**src/rtl/instr_loader_pkg.sv**
```systemverilog
// instr_loader_pkg
// Shared types and constants for the boot-time instruction loader.
//   state_t        : loader FSM states. CHECK exists only when
//                    INSTR_LOADER_CHECKSUM_EN is defined.
//   BYTES_PER_WORD : bytes packed into one instruction word.
//   WORD_W         : instruction word width.
//   CSUM_W         : checksum accumulator width.
package instr_loader_pkg;

  localparam int BYTES_PER_WORD = 4;
  localparam int WORD_W         = 32;
  localparam int CSUM_W         = 32;

  typedef enum logic [2:0] {
    ST_IDLE  = 3'd0,
    ST_RECV  = 3'd1,
    ST_WRITE = 3'd2,
`ifdef INSTR_LOADER_CHECKSUM_EN
    ST_CHECK = 3'd3,
`endif
    ST_DONE  = 3'd4
  } state_t;

endpackage

```
**src/rtl/instr_loader_if.sv**
```systemverilog
// instr_loader_if
// Bundles the loader's byte-stream input and its instruction-memory
// write port.
//   s_valid, s_data : byte stream from the boot source
//   s_ready         : loader accepts a byte this cycle
//   mem_we          : one-cycle write strobe per packed word
//   mem_addr        : word address of the write
//   mem_wdata       : packed instruction word
// Modports:
//   master : boot-source/memory side (drives the stream, sees writes)
//   slave  : the loader
interface instr_loader_if #(
  parameter int ADDR_W = 8
) ();

  logic              s_valid;
  logic [7:0]        s_data;
  logic              s_ready;
  logic              mem_we;
  logic [ADDR_W-1:0] mem_addr;
  logic [31:0]       mem_wdata;

  modport master (
    output s_valid,
    output s_data,
    input  s_ready,
    input  mem_we,
    input  mem_addr,
    input  mem_wdata
  );

  modport slave (
    input  s_valid,
    input  s_data,
    output s_ready,
    output mem_we,
    output mem_addr,
    output mem_wdata
  );

endinterface

```
**src/rtl/instr_loader_byte_packer.sv**
```systemverilog
// byte_packer
// Little-endian byte-to-word assembler shared by the data phase and the
// checksum phase of the loader.
// Ports:
//   clk, rst   : clock, asynchronous active-high reset
//   clear      : restart assembly at lane 0 (new load)
//   load       : accept data into the current lane
//   data       : incoming byte
//   word_next  : assembled word including the byte presented this cycle,
//                so the caller can capture a complete word on the 4th beat
//   word_full  : this load fills the last lane
module byte_packer
  import instr_loader_pkg::*;
(
  input  logic              clk,
  input  logic              rst,
  input  logic              clear,
  input  logic              load,
  input  logic [7:0]        data,
  output logic [WORD_W-1:0] word_next,
  output logic              word_full
);

  localparam int LANE_W = $clog2(BYTES_PER_WORD);

  logic [LANE_W-1:0] lane;
  logic [WORD_W-1:0] word_q;

  always_ff @(posedge clk or posedge rst) begin
    if (rst) begin
      lane   <= '0;
      word_q <= '0;
    end else if (clear) begin
      lane   <= '0;
      word_q <= '0;
    end else if (load) begin
      word_q <= word_next;
      // Lane counter wraps naturally after the last byte of a word.
      lane   <= lane + 1'b1;
    end
  end

  always_comb begin
    word_next = word_q;
    word_next[lane*8 +: 8] = data;
  end

  assign word_full = load && (lane == LANE_W'(BYTES_PER_WORD - 1));

endmodule

```
**src/rtl/instr_loader.sv**
```systemverilog
// instr_loader
// Boot-time program loader sitting in front of the core's instruction
// memory. Packs a byte stream little-endian into 32-bit words, writes them
// to consecutive word addresses from 0 and holds the core in reset until
// the requested number of words has been written.
// Ports:
//   clk, rst  : clock, asynchronous active-high reset
//   start     : begin a load (honoured in IDLE and DONE only)
//   len_words : words to load, latched on an accepted start
//   bus       : byte stream in + instruction-memory write port (slave)
//   core_rst  : core reset, released only in DONE without error
//   busy      : load in progress
//   done      : loader in DONE
//   err       : length or checksum error, sticky until next start/rst
// Build option:
//   INSTR_LOADER_CHECKSUM_EN : after the last word, accept a 4-byte
//   little-endian checksum and compare it against the modulo-2**32 sum of
//   all written words; a mismatch sets err and keeps the core in reset.
module instr_loader
  import instr_loader_pkg::*;
#(
  parameter int ADDR_W = 8
) (
  input  logic              clk,
  input  logic              rst,
  input  logic              start,
  input  logic [ADDR_W:0]   len_words,
  instr_loader_if.slave     bus,
  output logic              core_rst,
  output logic              busy,
  output logic              done,
  output logic              err
);

  localparam logic [ADDR_W:0] CAPACITY = {1'b1, {ADDR_W{1'b0}}};

  state_t            state;
  logic [ADDR_W:0]   len_q;
  logic [ADDR_W:0]   word_cnt;
  logic [ADDR_W:0]   word_cnt_inc;
  logic              start_ok;
  logic              pk_load;
  logic              pk_full;
  logic [WORD_W-1:0] pk_word_next;
`ifdef INSTR_LOADER_CHECKSUM_EN
  logic [CSUM_W-1:0] csum;
`endif

  assign start_ok     = start && ((state == ST_IDLE) || (state == ST_DONE));
  // s_ready is only high in the stream-accepting states, so this also
  // discards s_valid everywhere else.
  assign pk_load      = bus.s_valid && bus.s_ready;
  assign word_cnt_inc = word_cnt + 1'b1;

  byte_packer u_packer (
    .clk       (clk),
    .rst       (rst),
    .clear     (start_ok),
    .load      (pk_load),
    .data      (bus.s_data),
    .word_next (pk_word_next),
    .word_full (pk_full)
  );

  always_ff @(posedge clk or posedge rst) begin
    if (rst) begin
      state         <= ST_IDLE;
      len_q         <= '0;
      word_cnt      <= '0;
      bus.s_ready   <= 1'b0;
      bus.mem_we    <= 1'b0;
      bus.mem_addr  <= '0;
      bus.mem_wdata <= '0;
      core_rst      <= 1'b1;
      busy          <= 1'b0;
      done          <= 1'b0;
      err           <= 1'b0;
`ifdef INSTR_LOADER_CHECKSUM_EN
      csum          <= '0;
`endif
    end else begin
      case (state)
        ST_IDLE, ST_DONE: begin
          if (start) begin
            len_q    <= len_words;
            word_cnt <= '0;
            err      <= 1'b0;
`ifdef INSTR_LOADER_CHECKSUM_EN
            csum     <= '0;
`endif
            if (len_words == '0) begin
              // Nothing to load: straight to DONE with the core released.
              state    <= ST_DONE;
              done     <= 1'b1;
              busy     <= 1'b0;
              core_rst <= 1'b0;
            end else if (len_words > CAPACITY) begin
              state    <= ST_DONE;
              done     <= 1'b1;
              busy     <= 1'b0;
              err      <= 1'b1;
              core_rst <= 1'b1;
            end else begin
              state       <= ST_RECV;
              done        <= 1'b0;
              busy        <= 1'b1;
              core_rst    <= 1'b1;
              bus.s_ready <= 1'b1;
            end
          end
        end

        ST_RECV: begin
          if (pk_full) begin
            // Capture the complete word (including this beat's byte) so
            // the WRITE cycle presents registered address and data.
            state         <= ST_WRITE;
            bus.s_ready   <= 1'b0;
            bus.mem_we    <= 1'b1;
            bus.mem_addr  <= word_cnt[ADDR_W-1:0];
            bus.mem_wdata <= pk_word_next;
          end
        end

        ST_WRITE: begin
          bus.mem_we <= 1'b0;
          word_cnt   <= word_cnt_inc;
`ifdef INSTR_LOADER_CHECKSUM_EN
          csum       <= csum + bus.mem_wdata;
`endif
          if (word_cnt_inc == len_q) begin
`ifdef INSTR_LOADER_CHECKSUM_EN
            state       <= ST_CHECK;
            bus.s_ready <= 1'b1;
`else
            state    <= ST_DONE;
            busy     <= 1'b0;
            done     <= 1'b1;
            core_rst <= err;
`endif
          end else begin
            state       <= ST_RECV;
            bus.s_ready <= 1'b1;
          end
        end

`ifdef INSTR_LOADER_CHECKSUM_EN
        ST_CHECK: begin
          if (pk_full) begin
            state       <= ST_DONE;
            bus.s_ready <= 1'b0;
            busy        <= 1'b0;
            done        <= 1'b1;
            err         <= (pk_word_next != csum);
            core_rst    <= (pk_word_next != csum);
          end
        end
`endif

        default: begin
          state       <= ST_IDLE;
          bus.s_ready <= 1'b0;
          bus.mem_we  <= 1'b0;
          busy        <= 1'b0;
          done        <= 1'b0;
          core_rst    <= 1'b1;
        end
      endcase
    end
  end

endmodule

```
**src/flat_wrapper.sv**
```systemverilog
// flat-port wrapper written by rule: the top's interface ports become plain ports
module instr_loader_flat import instr_loader_pkg::*;
#(
  parameter int ADDR_W = 8
)
  (clk, rst, start, len_words, core_rst, busy, done, err, bus_s_valid, bus_s_data, bus_s_ready, bus_mem_we, bus_mem_addr, bus_mem_wdata);
  instr_loader_if #(.ADDR_W(ADDR_W)) bus_i ();
  input  logic clk;
  input  logic rst;
  input  logic start;
  input  logic [ADDR_W:0] len_words;
  output logic core_rst;
  output logic busy;
  output logic done;
  output logic err;
  input wire logic [$bits(bus_i.s_valid)-1:0] bus_s_valid;
  input wire logic [$bits(bus_i.s_data)-1:0] bus_s_data;
  output wire logic [$bits(bus_i.s_ready)-1:0] bus_s_ready;
  output wire logic [$bits(bus_i.mem_we)-1:0] bus_mem_we;
  output wire logic [$bits(bus_i.mem_addr)-1:0] bus_mem_addr;
  output wire logic [$bits(bus_i.mem_wdata)-1:0] bus_mem_wdata;
  assign bus_i.s_valid = bus_s_valid;
  assign bus_i.s_data = bus_s_data;
  assign bus_s_ready = bus_i.s_ready;
  assign bus_mem_we = bus_i.mem_we;
  assign bus_mem_addr = bus_i.mem_addr;
  assign bus_mem_wdata = bus_i.mem_wdata;
  instr_loader #(.ADDR_W(ADDR_W)) u_core (.clk(clk), .rst(rst), .start(start), .len_words(len_words), .bus(bus_i), .core_rst(core_rst), .busy(busy), .done(done), .err(err));
endmodule
```
**config.mk**
```make
export PLATFORM = sky130hd
export DESIGN_NAME = instr_loader_flat
export DESIGN_NICKNAME = d
export VERILOG_FILES = /design/src/rtl/instr_loader_pkg.sv /design/src/rtl/instr_loader_if.sv /design/src/rtl/instr_loader_byte_packer.sv /design/src/rtl/instr_loader.sv /design/src/flat_wrapper.sv
export SDC_FILE = /design/constraint.sdc
export NUM_CORES = 1
export LEC_CHECK = 0
export ABC_AREA = 0
export BUFFER_PORTS_ARGS = -buffer_cell sky130_fd_sc_hd__buf_2
export CAP_MARGIN = 20
export CORE_MARGIN = 1
export CORE_UTILIZATION = 40
export CTS_BUF_LIST = sky130_fd_sc_hd__clkbuf_8
export CTS_CLUSTER_SIZE = 25
export DETAILED_ROUTE_END_ITERATION = 6
export PLACE_DENSITY = 0.66
export SLEW_MARGIN = 25
export SYNTH_ARGS = -nofsm -noshare
export SYNTH_HDL_FRONTEND = slang
export SYNTH_SLANG_ARGS = --single-unit
```
**constraint.sdc**
```tcl
create_clock -name clk -period 3 [get_ports clk]
set_input_delay 0.6 -clock clk [delete_from_list [all_inputs] [get_ports clk]]
set_output_delay 0.6 -clock clk [all_outputs]
set_load 0.1 [all_outputs]
```
==> results by group, run 1 <==
Status
  • Outcome: finished, violations left
  • Violations in the final reports: DRC

Routing
  • Starting DRC count in detailed routing: 183
  • Ratio of routed vias to standard cells: 5.42
  • Length of routed met2 wiring: 5.19 mm
  • Vias: ~3700
  • Average routed wire per standard cell: 15.6 um
  • Met3 WL post-DR: 463 um
  • DRC violations left: 6
  • Top routing layer in use: met4
  • Drt first pass iters: 7
  • Post-route ant nets: 0
  • Metal1 wirelength: approximately 4.9 mm
  • Total length of routed wires: roughly 11 mm

Timing
  • Fmax achieved: 0.400 GHz
  • Total of endpoints with negative setup slack in the final report: 0
  • Final-layout worst hold slack: 0.140 ns
  • Shortest period the worst path allows: approximately 2.5 ns
  • RSZ-0062 raised after global routing: false
  • Final count of hold timing violations: 0
  • Transition time of the tightest slew-check pin: 0.626 ns
  • Worst Skew: 0.0127 ns
  • Final TNS setup: 0 ns
  • Final period util: 0.834
  • Worst-case headroom to the max-slew limit: 0.583
  • Fin. max-slew vios: 0
  • Post-route setup slack: 0.499 ns

Floorplan
  • Std-Cell Rows: 39
  • IO Count: 67
  • Initial cell density of the core: 0.414
  • Area of the core region: between 0.01 and 0.015 mm^2
  • Area enclosed by the die boundary: 0.0124 mm^2
  • Die H: ~110 um
  • Die width: 111 um

Cells and area
  • Layout cell share with drive strength beyond 1: 0.209
  • Net count reported at finish: 570
  • Inserted Diodes: 0
  • Synthesis-to-layout area growth: 14.7%

Global routing
  • First-pass GRT wire length: 18.0 mm
  • Number of antenna violations at the first check in global routing: 0
  • Overall Global Routing Usage: 0.183
  • Final global-route overflow total: 0
  • Pin count of the biggest net entering global routing: 60
  • Via count of the first global-routing pass: 3594

CTS
  • Post-cts gate resize count: 0
  • Number of sinks driven by the clock tree: 101
  • Max H-tree Level: 3
  • Insertion delay of the later-clocked pin in the worst-skew pair: ~0.38 ns
  • Total clock buffers created by CTS: 9
  • CTS Hold Buffers Added: 0
  • TritonCTS clock tree: built
  • Root buffer cell: sky130_fd_sc_hd__clkbuf_8
  • Maximum clock path buffer count: 2
  • Setup Fix Bufs, Post-CTS: 0
  • Clk slew on worst S/H paths: 0.10 ns

Place
  • Half-perimeter wire length after detailed placement: 7.55 mm
  • # port buffers: 66
  • Routability-driven placement congestion ratio: 0.860
  • Setup Slack @ Placement: between 0.5 and 0.6 ns

Worst setup path
  • CP Data Arrival Time: about 2.8 ns
  • Launching point of the worst reg2reg path: u_core.word_cnt[0]
  • CP max-delay cell: sky130_fd_sc_hd__o41a_1
  • Setup crit start: u_core.word_cnt[0]
  • Maximum net fanout on the critical path: 8
  • CP max stage delay: 0.51 ns
  • Crit path buf inv count: 0
  • Startpoint type of the worst setup path: register
  • Required @ worst endpoint: 3.30 ns
  • Capturing element type of the critical path: register
  • Dominant delay contributor by cell family on the critical path: compound AO/OA/AOI/OAI gates
  • Cell repeated most along the worst path: sky130_fd_sc_hd__xnor2_1
  • CP Cell Sequence: ha_1 -> xnor2_1 -> xnor2_1 -> nor4_1 -> o221ai_1 -> o41a_1 -> mux2_1
  • Type of the worst setup path: register to register

Yosys
  • Main flop type after synthesis: sky130_fd_sc_hd__dfrtp_1
  • Post-synth design cell area: 0.00479 mm^2
  • Flops & latches, synth: around 100
  • Number of nets produced by synthesis: between 500 and 600
  • Number of warnings reported in the yosys synthesis log: 0
  • Netlist cell types: 43
  • Number of standard cells after synthesis: just under 500
  • Post-synth EDFFs: 0
  • Post-synthesis sequential area ratio: 0.528
  • Syn avg cell area: approximately 9.9 um^2
  • Async SR Flop Fraction: 1.00

Power and ir drop
  • Max rail drop VDD: 0.481 mV
  • Reported leakage power: 2.59 nW
  • Power Dens Cells: slightly above 700 mW/mm^2

Worst hold path
  • Worst min path class: primary input to asynchronous set/reset pin

Job
  • Number of max-capacitance violations reported: 0
[cell usage after synthesis (all sizes together) (3+ instances only)]
master	number	area share
a21oi	46	0.048
a22o	35	0.064
buf	6	0.0065
clkbuf	22	0.017
dfrtp	100	0.52
ha	9	0.024
inv	8	0.0063
mux2	14	0.033
nand2	77	0.060
nand2b	4	0.0052
nand3	8	0.0084
nand4	4	0.0065
nor2	11	0.0086
nor2b	33	0.043
nor3	7	0.0073
nor3b	5	0.012
nor4	4	0.0052
o21ai	50	0.052
o31ai	3	0.0047
xnor2	9	0.016
xor2	5	0.011
[cells in the final DEF, fill, tap and decap left out, drive strengths merged, types with 3 or more instances in the layout]
master    count
a21oi        46
nor2b        33
nor2         11
dfrtp       100
o31ai         3
nor4          4
nand4         4
nor3          7
nand2b        4
xnor2         9
ha            9
clkbuf       10
o21ai        50
inv           9
a22o         35
nand2        77
clkinvlp      3
xor2          5
nor3b         5
mux2         14
nand3         8
buf          75
[routing by layer]
layer | vias up | track usage
li1 | 1807 | -
met1 | 1810 | 0.243
met2 | 100 | 0.298
met3 | 14 | 0.0403
met4 | 0 | 0.0640
met5 | - | 0
[logic make-up (layout without fill, tap and decap cells)]
group,Yosys count,after routing,share of synthesized area
xor gates and xnor gates,14,14,0.0272
buffers and inverters,37,100,0.0308
and+or+nand+nor,163,163,0.172
AOI/OAI and AO/OA,144,144,0.185
adders and majority gates,9,9,0.0235
muxes,14,14,0.0329
DFF,101,101,0.528
[power by group]
part | internal [mW] | switching [mW] | total (mW) | leakage, nW
clock network | 0.413 | 0.489 | 0.901 | 0.0993
registers | 1.54 | 0.164 | 1.70 | 1.37
logic | 0.406 | 0.939 | 1.35 | 1.13
[worst paths after layout]
check                           slack [ns]                         to  cells after the start
worst max-delay path                  0.50            u_core.core_rst                      7
worst min-delay path                  0.14  u_core.u_packer.word_q[0]                      2
worst max register to register        0.50            u_core.core_rst                      7
worst min register to register        0.48   u_core.bus.mem_wdata[11]                      2
max in group asynchronous             2.17   u_core.bus.mem_wdata[20]                      3
min in group clk                      0.47            u_core.len_q[6]                      2
[registers in the layout (all words and copies together), names as in the netlist]
name                    count
u_core.done                 1
u_core.bus.mem_we           1
u_core.len_q                9
u_core.busy                 1
u_core.core_rst             1
u_core.u_packer.word_q     32
u_core.bus.mem_wdata       32
u_core.word_cnt             9
u_core.u_packer.lane        2
u_core.bus.s_ready          1
u_core.bus.mem_addr         8
u_core.err                  1
u_core.state                3
[through the flow]
stage,power [mW],utilization,area (um^2),std cells
3_3_place_gp,3.04,0.457,5290,672
3_5_place_dp,3.07,0.457,5290,672
5_1_grt,4.16,0.475,5490,688
6_report,3.95,0.475,5490,688
4_1_cts,3.98,0.475,5490,688
2_1_floorplan,2.77,-,4790,482
[area by class of cell]
cell class | instances | area [um^2]
clock buffers | 10 | 138
clock inverters | 6 | 67.6
fillers | 1113 | 6070
inverters | 9 | 37.5
multi-input cells | 344 | 2120
flip-flops and latches | 101 | 2530
well taps | 143 | 179
repair buffers | 75 | 423
(Power assumes the default switching activity.)
==> inputs of run 2 (changes only) <==
Settings changed: ABC_AREA 0 to 1.
Clock period 3 ns to 2.2 ns, I/O delays scaled along.
==> run 2 against run 1 <==
Net effect:
- the run still ends with DRC left
- area after synthesis grew 1.5%
- clock skew shrank 0.0034 ns
- sequential share of layout area shrank 0.87 points
- hold slack lost 0.10 ns
- wire length grew 2.9%
- combinational power shrank 92%
- critical path type unchanged
- largest cell class unchanged
==> results by group, run 2 <==
CTS
  • Number of sinks driven by the clock tree: 101
  • TritonCTS clock tree: built
  • Root buffer cell: sky130_fd_sc_hd__clkbuf_8
  • Max H-tree Level: 3
  • Clk slew on worst S/H paths: 0.10 ns
  • Total clock buffers created by CTS: 9
  • Insertion delay of the later-clocked pin in the worst-skew pair: 0.38 ns
  • Maximum clock path buffer count: 2

Timing
  • Fin. max-slew vios: 0
  • Fmax achieved: 0.517 GHz
  • Worst-case headroom to the max-slew limit: 0.669
  • Final count of hold timing violations: 0
  • Final period util: 0.880
  • Shortest period the worst path allows: 1.94 ns
  • Transition time of the tightest slew-check pin: 0.500 ns
  • RSZ-0062 raised after global routing: false
  • Total of endpoints with negative setup slack in the final report: 0
  • Final TNS setup: 0 ns
  • Final-layout worst hold slack: 0.0355 ns
  • Worst Skew: 0.00932 ns

Cells and area
  • Inserted Diodes: 0
  • Net count reported at finish: about 700
  • Fillers: about 1100
  • Most common cell after layout, fill and taps aside: sky130_fd_sc_hd__nand2_1
  • Largest registers ranked by flip-flop count: u_core.bus.mem_wdata x32, u_core.u_packer.word_q x32
  • Synthesis-to-layout area growth: 15.2%
  • Commonest cells after routing, fill and taps aside: sky130_fd_sc_hd__nand2_1 (168), sky130_fd_sc_hd__dfrtp_1 (99), sky130_fd_sc_hd__inv_1 (91)
  • Layout cell share with drive strength beyond 1: 0.205

Global routing
  • Pin count of the biggest net entering global routing: 65
  • First-pass GRT wire length: 18.7 mm
  • Final global-route overflow total: 0
  • Overall Global Routing Usage: 0.187
  • Number of antenna violations at the first check in global routing: 0
  • Via count of the first global-routing pass: 3986

Worst setup path
  • Maximum net fanout on the critical path: 14
  • CP Data Arrival Time: 2.23 ns
  • Setup slack of the most critical reg-to-reg path: 0.26 ns
  • Required @ worst endpoint: around 2.5 ns
  • CP max-delay cell: sky130_fd_sc_hd__dfrtp_1
  • CP max stage delay: ~0.45 ns
  • CP Cell Sequence: clkinvlp_4 -> ha_1 -> inv_1 -> nand2_1 -> nor2_1 -> inv_1 -> o22ai_1 -> nand2_1 -> o21ai_0
  • Critical R2R Capture: u_core.u_packer.word_q[11]
  • Type of the worst setup path: register to register
  • Launching point of the worst reg2reg path: u_core.u_packer.lane[0]
  • R2R cell count: 9
  • Startpoint type of the worst setup path: register
  • Capturing element type of the critical path: register

Yosys
  • Async SR Flop Fraction: 1.00
  • Main flop type after synthesis: sky130_fd_sc_hd__dfrtp_1
  • Most area-hungry cell type in the Yosys netlist: sky130_fd_sc_hd__dfrtp_1
  • Post-synthesis sequential area ratio: 0.520
  • Netlist cell types: 31
  • Post-synth EDFFs: 0
  • Number of standard cells after synthesis: 583
  • Number of warnings reported in the yosys synthesis log: 0
  • Flops & latches, synth: 101
  • Syn avg cell area: 8.34 um^2
  • Commonest cells in the synthesized netlist: sky130_fd_sc_hd__nand2_1 (168), sky130_fd_sc_hd__dfrtp_1 (100), sky130_fd_sc_hd__inv_1 (93)
  • Post-synth design cell area: between 0.004 and 0.005 mm^2
  • Number of nets produced by synthesis: about 600
  • Fraction of post-synthesis cell area in the top cell type by area: 0.515
  • Leading cell type by number of instances after synthesis: sky130_fd_sc_hd__nand2_1
  • Largest cells by area after synthesis: sky130_fd_sc_hd__dfrtp_1 (51%), sky130_fd_sc_hd__nand2_1 (13%), sky130_fd_sc_hd__inv_1 (7.2%)

Job
  • Number of max-capacitance violations reported: 0

Floorplan
  • Die width: 112 um
  • Initial cell density of the core: 0.419
  • IO Count: 67
  • Area enclosed by the die boundary: 0.0126 mm^2
  • Area of the core region: 0.0116 mm^2
  • Die H: 112 um
  • Std-Cell Rows: 39

Status
  • Violations in the final reports: DRC
  • Outcome: finished, violations left

Routing
  • Average routed wire per standard cell: 13.7 um
  • Drt first pass iters: 6
  • Total length of routed wires: 11.0 mm
  • Post-route ant nets: 0
  • DRC violations left: 3
  • Vias: 4015
  • Ratio of routed vias to standard cells: 5.00
  • Starting DRC count in detailed routing: about 220

Power and ir drop
  • Power Dens Cells: roughly 570 mW/mm^2
  • Max rail drop VDD: 0.256 mV
  • Reported leakage power: about 3.2 nW

Place
  • Half-perimeter wire length after detailed placement: 8.05 mm
  • # port buffers: 66
  • Routability-driven placement congestion ratio: approximately 0.86

Worst hold path
  • Worst min path class: primary input to asynchronous set/reset pin
-- run 2: cell types whose count changed after synthesis, sizes merged, moves of 15 or more --
cell	change
nand3	+15
clkbuf	-15
a22o	-35
inv	+96
nor2	+19
a21oi	-45
nor2b	-33
o22ai	+52
nand2	+98
-- run 2: cell type report --
cell class,count,area [um^2],area share
Clock buffer,9,124,0.0221
Tap cell,143,179,0.0319
Sequential cell,101,2530,0.452
Clock inverter,7,81.3,0.0145
Inverter,104,403,0.0719
Multi-Input combinational cell,359,1820,0.326
Timing Repair Buffer,80,460,0.0822
-- run 2: cell families (layout without fill, tap and decap cells) --
| logic type | Yosys count | in the layout | synth area share |
|---|---|---|---|
| AO/OA/AOI/OAI | 112 | 112 | 0.130 |
| XOR/XNOR | 2 | 2 | 0.00360 |
| adder cells (fa/ha/maj) | 9 | 9 | 0.0232 |
| buffers and inverters | 123 | 200 | 0.105 |
| flip-flops | 101 | 101 | 0.520 |
| AND/OR/NAND/NOR | 236 | 236 | 0.219 |
-- run 2: timing repair --
action | CTS | global route
endpoints found under the setup margin | 0 | 11
gates resized for setup | 0 | 1
hold buffers | 0 | 0
buffers inserted | 0 | 1
-- run 2: stage by stage --
| step | util | power, mW | area (um^2) | cells | setup WS (ns) |
|---|---|---|---|---|---|
| 2_1_floorplan | - | 1.95 | 4870 | 583 | 0.247 |
| 3_3_place_gp | 0.464 | 2.00 | 5390 | 786 | 0.342 |
| 3_5_place_dp | 0.464 | 2.00 | 5390 | 786 | 0.261 |
| 4_1_cts | 0.481 | 3.22 | 5590 | 802 | 0.237 |
| 5_1_grt | 0.482 | 3.28 | 5600 | 803 | 0.0429 |
| 6_report | 0.482 | 3.18 | 5600 | 803 | 0.265 |
-- run 2: per-layer routing --
layer / share of wire / up-vias / wire (um) / track usage
met5: 0 / - / 0 / 0
met4: 0.021 / 0 / 227 / 0.0782
met3: 0.046 / 16 / 507 / 0.0335
met2: 0.46 / 85 / 5060 / 0.292
met1: 0.47 / 1911 / 5230 / 0.259
li1: - / 2003 / - / -
-- run 2: worst max-delay path: cells and delay by family (launching register included) --
family,cells,cell delay (ns)
AO/OA/AOI/OAI,2,0.27
buffers and inverters,3,0.51
flip-flops,1,0.45
adder cells (fa/ha/maj),1,0.28
AND/OR/NAND/NOR,3,0.33
-- run 2: worst max-delay path by stage --
stage                            start                         end  slack, ns  cells past startpoint
6_report       u_core.u_packer.lane[0]  u_core.u_packer.word_q[11]       0.26                      9
5_1_grt        u_core.u_packer.lane[0]   u_core.u_packer.word_q[8]       0.04                      9
4_1_cts        u_core.u_packer.lane[0]     u_core.bus.mem_wdata[2]       0.24                      7
3_5_place_dp   u_core.u_packer.lane[0]     u_core.bus.mem_wdata[5]       0.26                      7
3_3_place_gp   u_core.u_packer.lane[0]     u_core.bus.mem_wdata[1]       0.34                      7
2_1_floorplan       u_core.bus.s_ready    u_core.bus.mem_wdata[10]       0.25                     11
-- run 2: report_power, final --
group | total (mW) | switching (mW) | internal (mW)
registers | 1.85 | 0 | 1.85
clock network | 1.22 | 0.681 | 0.539
logic | 0.108 | 0.0770 | 0.0314
